===== config.mk =====
export PLATFORM = sky130hd
export DESIGN_NAME = updown_pwm_dt
export DESIGN_NICKNAME = d
export VERILOG_FILES = /design/src/rtl/pwm_pkg.sv /design/src/rtl/pwm_deadtime.sv /design/src/rtl/updown_pwm_dt.sv
export SDC_FILE = /design/constraint.sdc
export NUM_CORES = 1
export LEC_CHECK = 0
export CAP_MARGIN = 30
export CORE_MARGIN = 2
export CORE_UTILIZATION = 30
export DETAILED_ROUTE_END_ITERATION = 12
export PLACE_DENSITY = 0.46
export SLEW_MARGIN = 20
export SYNTH_ARGS = -nofsm -noshare
export SYNTH_HDL_FRONTEND = slang
export SYNTH_SLANG_ARGS = --single-unit
export TNS_END_PERCENT = 5

===== constraint.sdc =====
create_clock -name clk -period 4 [get_ports clk]
set_input_delay 0.8 -clock clk [delete_from_list [all_inputs] [get_ports clk]]
set_output_delay 0.8 -clock clk [all_outputs]
set_load 0.02 [all_outputs]

===== src/rtl/pwm_pkg.sv =====
`default_nettype none
// ============================================================================
// Module      : pwm_pkg
// Description : Shared types and helpers for the up/down PWM with dead time:
//               dead-time state encoding and duty clipping.
// Revision    : 1.0 - initial release
// ============================================================================
package pwm_pkg;

    // Dead-time FSM states: both low, high side on, low side on, gap
    typedef enum logic [1:0] {
        IDLE = 2'd0,
        HIGH = 2'd1,
        LOW  = 2'd2,
        DEAD = 2'd3
    } dt_state_t;

    // Saturate a requested duty to the counter modulus
    function automatic logic [31:0] clip_duty(input logic [31:0] i_duty,
                                              input logic [31:0] i_max);
        return (i_duty > i_max) ? i_max : i_duty;
    endfunction

endpackage : pwm_pkg
`default_nettype wire


===== src/rtl/pwm_deadtime.sv =====
`default_nettype none
// ============================================================================
// Module      : pwm_deadtime
// Description : Turns a raw PWM level into complementary high/low drives with
//               a programmable gap in which both sides are off.
// Revision    : 1.0 - initial release
// ============================================================================
module pwm_deadtime
    import pwm_pkg::*;
#(
    parameter int DT_W = 4
) (
    input  logic            clk,
    input  logic            rst,
    input  logic            raw,
    input  logic            en,
    input  logic [DT_W-1:0] dt,
    output logic            pwm_h,
    output logic            pwm_l
);

    dt_state_t       r_state;
    dt_state_t       w_state_nx;
    logic            r_target;
    logic            w_target_nx;
    logic [DT_W-1:0] r_cnt;
    logic [DT_W-1:0] w_cnt_nx;
    logic            w_load;
    logic            r_pwm_h;
    logic            r_pwm_l;

    // Next-state logic: a side change always passes through DEAD unless dt is 0
    always_comb begin
        w_state_nx  = r_state;
        w_target_nx = r_target;
        w_cnt_nx    = r_cnt;
        w_load      = 1'b0;

        if (!en) begin
            w_state_nx = IDLE;
        end else begin
            case (r_state)
                IDLE: w_load = 1'b1;
                HIGH: w_load = !raw;
                LOW:  w_load = raw;
                DEAD: begin
                    if (raw != r_target) begin
                        w_load = 1'b1;
                    end else if (r_cnt == '0) begin
                        w_state_nx = r_target ? HIGH : LOW;
                    end else begin
                        w_cnt_nx = r_cnt - DT_W'(1);
                    end
                end
                default: w_state_nx = IDLE;
            endcase

            // Head toward the side that raw now asks for; dt is sampled here only
            if (w_load) begin
                w_target_nx = raw;
                if (dt == '0) begin
                    w_state_nx = raw ? HIGH : LOW;
                end else begin
                    w_state_nx = DEAD;
                    w_cnt_nx   = dt - DT_W'(1);
                end
            end
        end
    end

    // State, target and gap counter; drives are flopped from the next state
    always_ff @(posedge clk or posedge rst) begin
        if (rst) begin
            r_state  <= IDLE;
            r_target <= 1'b0;
            r_cnt    <= '0;
            r_pwm_h  <= 1'b0;
            r_pwm_l  <= 1'b0;
        end else begin
            r_state  <= w_state_nx;
            r_target <= w_target_nx;
            r_cnt    <= w_cnt_nx;
            r_pwm_h  <= (w_state_nx == HIGH);
            r_pwm_l  <= (w_state_nx == LOW);
        end
    end

    assign pwm_h = r_pwm_h;
    assign pwm_l = r_pwm_l;

endmodule : pwm_deadtime
`default_nettype wire


===== src/rtl/updown_pwm_dt.sv =====
`default_nettype none
// ============================================================================
// Module      : updown_pwm_dt
// Description : PWM generator fed by an external mod-N up/down counter.
//               Double-buffered duty, period boundary detection, compare,
//               and complementary outputs with dead time.
// Revision    : 1.0 - initial release
// ============================================================================
module updown_pwm_dt
    import pwm_pkg::*;
#(
    parameter int N    = 10,
    parameter int DT_W = 4
) (
    input  logic                 clk,
    input  logic                 rst,
    input  logic                 en,
    input  logic                 mode,
    input  logic [$clog2(N)-1:0] q,
    input  logic [$clog2(N):0]   duty_in,
    input  logic                 duty_wr,
    input  logic [DT_W-1:0]      dt,
    output logic                 pwm_h,
    output logic                 pwm_l,
    output logic                 period_tick,
    output logic                 duty_pending
);

    localparam int QW = $clog2(N);
    localparam int DW = QW + 1;
    localparam logic [QW-1:0] c_Q_LAST = QW'(N - 1);

    logic          w_bnd;
    logic          w_raw;
    logic [DW-1:0] w_duty_clip;
    logic [DW-1:0] r_duty_act;
    logic [DW-1:0] r_duty_pend;
    logic          r_pend_flag;
    logic          r_period_tick;

    // Period starts at 0 when counting up and at N-1 when counting down
    assign w_bnd       = (mode && (q == '0)) || (!mode && (q == c_Q_LAST));
    assign w_duty_clip = DW'(clip_duty(32'(duty_in), 32'(N)));
    assign w_raw       = ({1'b0, q} < r_duty_act);

    // Duty double buffer: new writes wait in pending until a period boundary
    always_ff @(posedge clk or posedge rst) begin
        if (rst) begin
            r_duty_act    <= '0;
            r_duty_pend   <= '0;
            r_pend_flag   <= 1'b0;
            r_period_tick <= 1'b0;
        end else begin
            r_period_tick <= w_bnd;
            if (w_bnd && r_pend_flag) begin
                r_duty_act <= r_duty_pend;
            end
            if (duty_wr) begin
                r_duty_pend <= w_duty_clip;
                r_pend_flag <= 1'b1;
            end else if (w_bnd) begin
                r_pend_flag <= 1'b0;
            end
        end
    end

    assign period_tick  = r_period_tick;
    assign duty_pending = r_pend_flag;

    pwm_deadtime #(
        .DT_W (DT_W)
    ) u_deadtime (
        .clk   (clk),
        .rst   (rst),
        .raw   (w_raw),
        .en    (en),
        .dt    (dt),
        .pwm_h (pwm_h),
        .pwm_l (pwm_l)
    );

endmodule : updown_pwm_dt
`default_nettype wire


After elaboration in Yosys (flattened, before gate mapping)

Cells that the tools add are included.

Bitwise logic cells: 0
Magnitude comparators: 2
Equal/unequal tests: 7
Shift-type cells: 0
Reductions and logical operators: 12
Add/sub/neg operators: 2
Muxes and demuxes: 19
Divide/modulo/power cells: 0
Multipliers: 0

Operators by type and width:

| operator            | number |
|---|---|
| $mux 4              | 5 |
| $mux 2              | 8 |
| $logic_not 4->1     | 3 |
| $sub 4x1->4 const B | 2 |
| $eq 2x2->1 const B  | 3 |
| $gt 5x4->1 const B  | 1 |
| $lt 4x5->1          | 1 |
| $mux 5              | 1 |
| $eq 2x1->1 const B  | 2 |
| $eq 4x4->1 const B  | 1 |
| $mux 1              | 4 |
| $pmux 1 s4          | 1 |
| $logic_and 1x1->1   | 3 |
| $logic_not 1->1     | 2 |
| $logic_not 2->1     | 1 |
| $reduce_and 2->1    | 1 |
| $reduce_bool 2->1   | 1 |
| $logic_or 1x1->1    | 1 |
| $ne 1x1->1          | 1 |

Output and inout port bits: 4
ROM bits: 0
Bits in latches: 0
RAM bits: 0
Bits of input ports: 18
Bits in registers: 21
Word-level logic and storage cells: 51
Memories: 0

Depth between registers and ports, before layout

Word-level depth: 8
Depth in mapped cells: 9
Gate-level depth less buffers: 8

By module

From an unflattened synthesis, not the netlist that was laid out.

Cell total of the unflattened synthesis: 114
Area, all modules: 1203.7 µm²

Modules (own cells, without submodules):

| module        | cells each | area an instance (µm²) | instances | sequential area each (µm²) |
|---|---|---|---|---|
| pwm_deadtime  | 64         | 615.6                  | 1         | 225.2 |
| updown_pwm_dt | 50         | 588.1                  | 1         | 300.3 |

Least setup slack after synthesis

No wires, ideal clock.

Kind: input to register
From: input port q[3]
To: register u_deadtime.r_cnt[0]
Path buffers: 0
Stages: 7
Setup slack: 1.628 ns
Arrival time: 2.251 ns
Library setup time: 0.121 ns
Data required time: 3.879 ns
Cells stage by stage: ha_1 o21a_1 nor2_1 a211oi_2 mux2_2 a32o_1 a22o_1

Word-level cells in the longest chain between the ends: 6

Ends and longest elaborated chain:

| what                                        | line                                   | text |
|---|---|---|
| start: declaration                          | updown_pwm_dt.sv:19                    | `input logic [$clog2(N)-1:0] q,` |
| $lt 4x5->1 (*)                              | updown_pwm_dt.sv:44                    | `assign w_raw = ({1'b0, q} < r_duty_act);` |
| $ne 1x1->1                                  | pwm_deadtime.sv:47                     | `if (raw != r_target) begin` |
| $mux 1 / $mux 4 (equally long branches)     | pwm_deadtime.sv:47                     |  |
| $pmux 1 s4 / $mux 4 (equally long branches) | pwm_deadtime.sv:42                     | `case (r_state)` |
| $mux 1 / $mux 4 (equally long branches)     | pwm_deadtime.sv:39, pwm_deadtime.sv:61 |  |
| $mux 4 (*)                                  | pwm_deadtime.sv:59                     | `if (w_load) begin` |
| end signal: assignment                      | pwm_deadtime.sv:82                     | `r_cnt <= w_cnt_nx;` |
| end: declaration                            | pwm_deadtime.sv:26                     | `logic [DT_W-1:0] r_cnt;` |

Mark *: on every way between the ends. The rest lies on a longest branch, timed or not. The select of a mux whose other input is x is not followed.
A chain may end at the register's enable or synchronous reset.

Worst setup path in the final report

From: input port q[3]
To: register u_deadtime.r_cnt[1]

The elaborated chain is that of the path after synthesis.

==> metrics <==
CTS buffer count=3; Die X=68.03 um; Yosys cell types=41; r2r endpoint=u_deadtime.r_cnt[1]$_DFFE_PP0P_; Sequential Power Share=0.409; wire per inst=12.27 um; # diodes=0; initial antenna violation count=0; CP Launch Type=primary input; headroom to the max-slew limit=0.5297; switch share=0.3583; CTS Root Cell=clkbuf_8; die height=68.03 um; R2R Setup Slk=1.81 ns; Internal Power=between 400 and 500 uW; gr ovfl total=0; via count=970; first-pass GRT wire length=between 4000 and 5000 um; Seq cells post-synth=21; Critical Path AT=3.01 ns; final setup fails=0; RSZ-0062 raised after global routing=false; Peak VDD IR=0.1742 mV; DRT Pass-1 Iters=4; Max Fanout on Critical Path=11; P_leak=0.0006793 uW; syn nets=156; share of cells above drive strength 1=0.1039; Setup CP Type=in -> reg; CP max stage delay=0.44 ns; post-route minimum period=2.806 ns; Starting Density=0.3097; crit path cell chain=clkdlybuf4s50_1 -> ha_1 -> o21a_1 -> nor2_1 -> a211oi_2 -> buf_4 -> mux2_2 -> o31ai_1 -> a22o_1; Nets=178; clk sinks=21; CTS tree=built; num rows=23; vias in the first global route=between 800 and 900; Hold EP=r_duty_pend[4]$_DFFE_PP0P_; drc violations=0; largest net degree at the start of global routing=22; Skew-Pair Late Insertion Delay=~0.26 ns; status=complete, no violations; Comb power frac=0.399; Fin Clk Skew=about 0.0075 ns; Post-CTS Hold Fix Bufs=0; drt total wl=2504 um; Crit path max-delay family=compound AO/OA/AOI/OAI gates; clk buf depth=2; 1st-iter DRT viols=54; Post-synth EDFFs=0; Async SR Flop Fraction=1.000; fin. max-slew vios=0; Pwr Density=479.5 nW/um^2; syn avg cell area=9.248 sq um; post-DP HPWL=1960 um; net load switching power=about 260 uW; io pins=22; Synth Instances=133; All-Layer GR Usage=0.1208; gpl congestion=0.8422; final hold violation count=0; fin crit share=0.7016; CP Buf/Inv Count=2; hold path cells=1; register clock-pin slew on the reported worst setup and hold paths=0.08 ns; die area=4628 sq um; worst hold margin=0.5098 ns; reg2reg start=r_duty_act[3]$_DFFE_PP0P_; Ys Warns=0; max_cap viols=0; Port Buffers=21; post-DR vias/cell=4.755; cell depth of the worst flop-to-flop path=9; H-Tree Depth=1; CP max stage cell=clkdlybuf4s50_1; Fin Setup TNS=0 ns; Core Region=roughly 4000 sq um; cts repair resizes=0; f_max=356.3 MHz; antenna-violating nets left=0; layout filler cell count=400; Seq/Total Area, Yosys=0.4273; Layout area overhead=25.13%; Worst EP required=4.21 ns; Worst Tran Pin Value=0.7039 ns; setup bufs post-CTS=0; CP endpoint kind=flop; Hold Startpoint=r_duty_pend[4]$_DFFE_PP0P_; Clock Power Share=0.192; Synth Flop Type=dfrtp_1; worst hold path class=reg -> reg; mapped cell area=1230 sq um
metrics by stage:
stage	util	instances	cell area, sq um	total power, uW	setup WS [ns]
final	0.3875	204	1539	738.0	1.194
after global routing	0.3875	204	1539	793.0	1.066
after CTS	0.3837	203	1524	743.6	1.198
after detailed placement	0.3715	199	1475	597.1	0.9282
after global placement	0.3715	199	1475	593.7	0.9631
after floorplan	-	133	1230	529.1	1.628
cells in the mapped netlist, drive strengths merged, types with 2 or more instances:
cell type	count	area, sq um
mux2i	2	20.02
nor3b	2	20.02
o22ai	2	12.51
mux2	6	67.56
o21ai	8	40.04
a22o	2	17.52
inv	17	63.81
and2	2	12.51
a32o	2	20.02
a211oi	2	20.02
buf	3	23.77
clkbuf	3	11.26
xnor2	2	25.03
nand2	9	33.78
dfrtp	21	525.5
nand3	2	10.01
nor2	14	52.55
ha	5	62.56
a21oi	7	35.03
nor3	6	30.03
how the worst max path moves through the flow:
stage / start / to / depth (start not counted)
floorplan: q[3] / u_deadtime.r_cnt[0]$_DFFE_PP0P_ / 7
global placement: q[3] / u_deadtime.r_cnt[1]$_DFFE_PP0P_ / 9
detailed placement: q[3] / u_deadtime.r_cnt[1]$_DFFE_PP0P_ / 9
CTS: q[3] / u_deadtime.r_cnt[1]$_DFFE_PP0P_ / 9
global route: q[3] / u_deadtime.r_cnt[1]$_DFFE_PP0P_ / 9
finish: q[3] / u_deadtime.r_cnt[1]$_DFFE_PP0P_ / 9
sequential cells by signal (all words and copies together), names as in the netlist:
signal	flops
r_duty_act	5
r_duty_pend	5
u_deadtime.r_cnt	4
u_deadtime.r_state	2
duty_pending	1
period_tick	1
u_deadtime.pwm_h	1
u_deadtime.pwm_l	1
u_deadtime.r_target	1
cells by family (layout without fill, tap and decap cells):
group,after synthesis,count (layout),synth area share
AO/OA/AOI/OAI,33,33,0.1831
XOR/XNOR,3,3,0.02747
adder cells (fa/ha/maj),5,5,0.05086
buffers and inverters,23,44,0.08036
flip-flops,21,21,0.4273
multiplexers,8,8,0.07121
AND/OR/NAND/NOR,40,40,0.1597
cell usage in the layout (no fill, tap or decap), types with 2 or more instances in the layout:
cell,instances
and2_1,2
clkdlybuf4s50_1,21
a32o_1,2
nand3_1,2
o21ai_0,8
nor3_1,6
ha_1,5
mux2i_1,2
dfrtp_1,21
nor2_1,14
o22ai_1,2
mux2_2,6
inv_1,17
clkbuf_8,3
a21oi_1,7
nand2_1,9
a22o_1,2
power by group through the flow:
| stage | clock, uW | combinational (uW) | sequential, uW |
|---|---|---|---|
| final | 142 | 295 | 302 |
| after global routing | 158 | 326 | 308 |
| after CTS | 149 | 294 | 301 |
| after detailed placement | 0 | 292 | 305 |
| after global placement | 0 | 289 | 305 |
| after floorplan | 0 | 245 | 284 |
worst reg2reg max path, delay by kind of cell, from the launching register on:
kind / cells / cell delay [ns]
compound gates: 4 / 0.82
fa+ha+maj: 1 / 0.26
buf+inv: 2 / 0.26
flops: 1 / 0.35
mux: 1 / 0.41
simple gates: 1 / 0.04
layout make-up:
class / count / area [sq um] / share of cell area
clock buffers: 3 / 41.29 / 0.02683
clock inverters: 1 / 7.507 / 0.004878
inverters: 17 / 63.81 / 0.04146
multi-input cells: 89 / 605.6 / 0.3935
flip-flops and latches: 21 / 525.5 / 0.3415
well taps: 50 / 62.56 / 0.04065
repair buffers: 23 / 232.7 / 0.1512
routing by layer:
metal / share of wire / vias up / global-route usage / wire, um
li1: - / 500 / - / -
met5: 0 / - / 0 / 0
met4: 0.0088 / 0 / 0.03750 / 22
met1: 0.51 / 450 / 0.1720 / 1279
met2: 0.45 / 16 / 0.1760 / 1126
met3: 0.030 / 4 / 0.03454 / 75
Note: power is estimated with default switching activity, not from simulation.
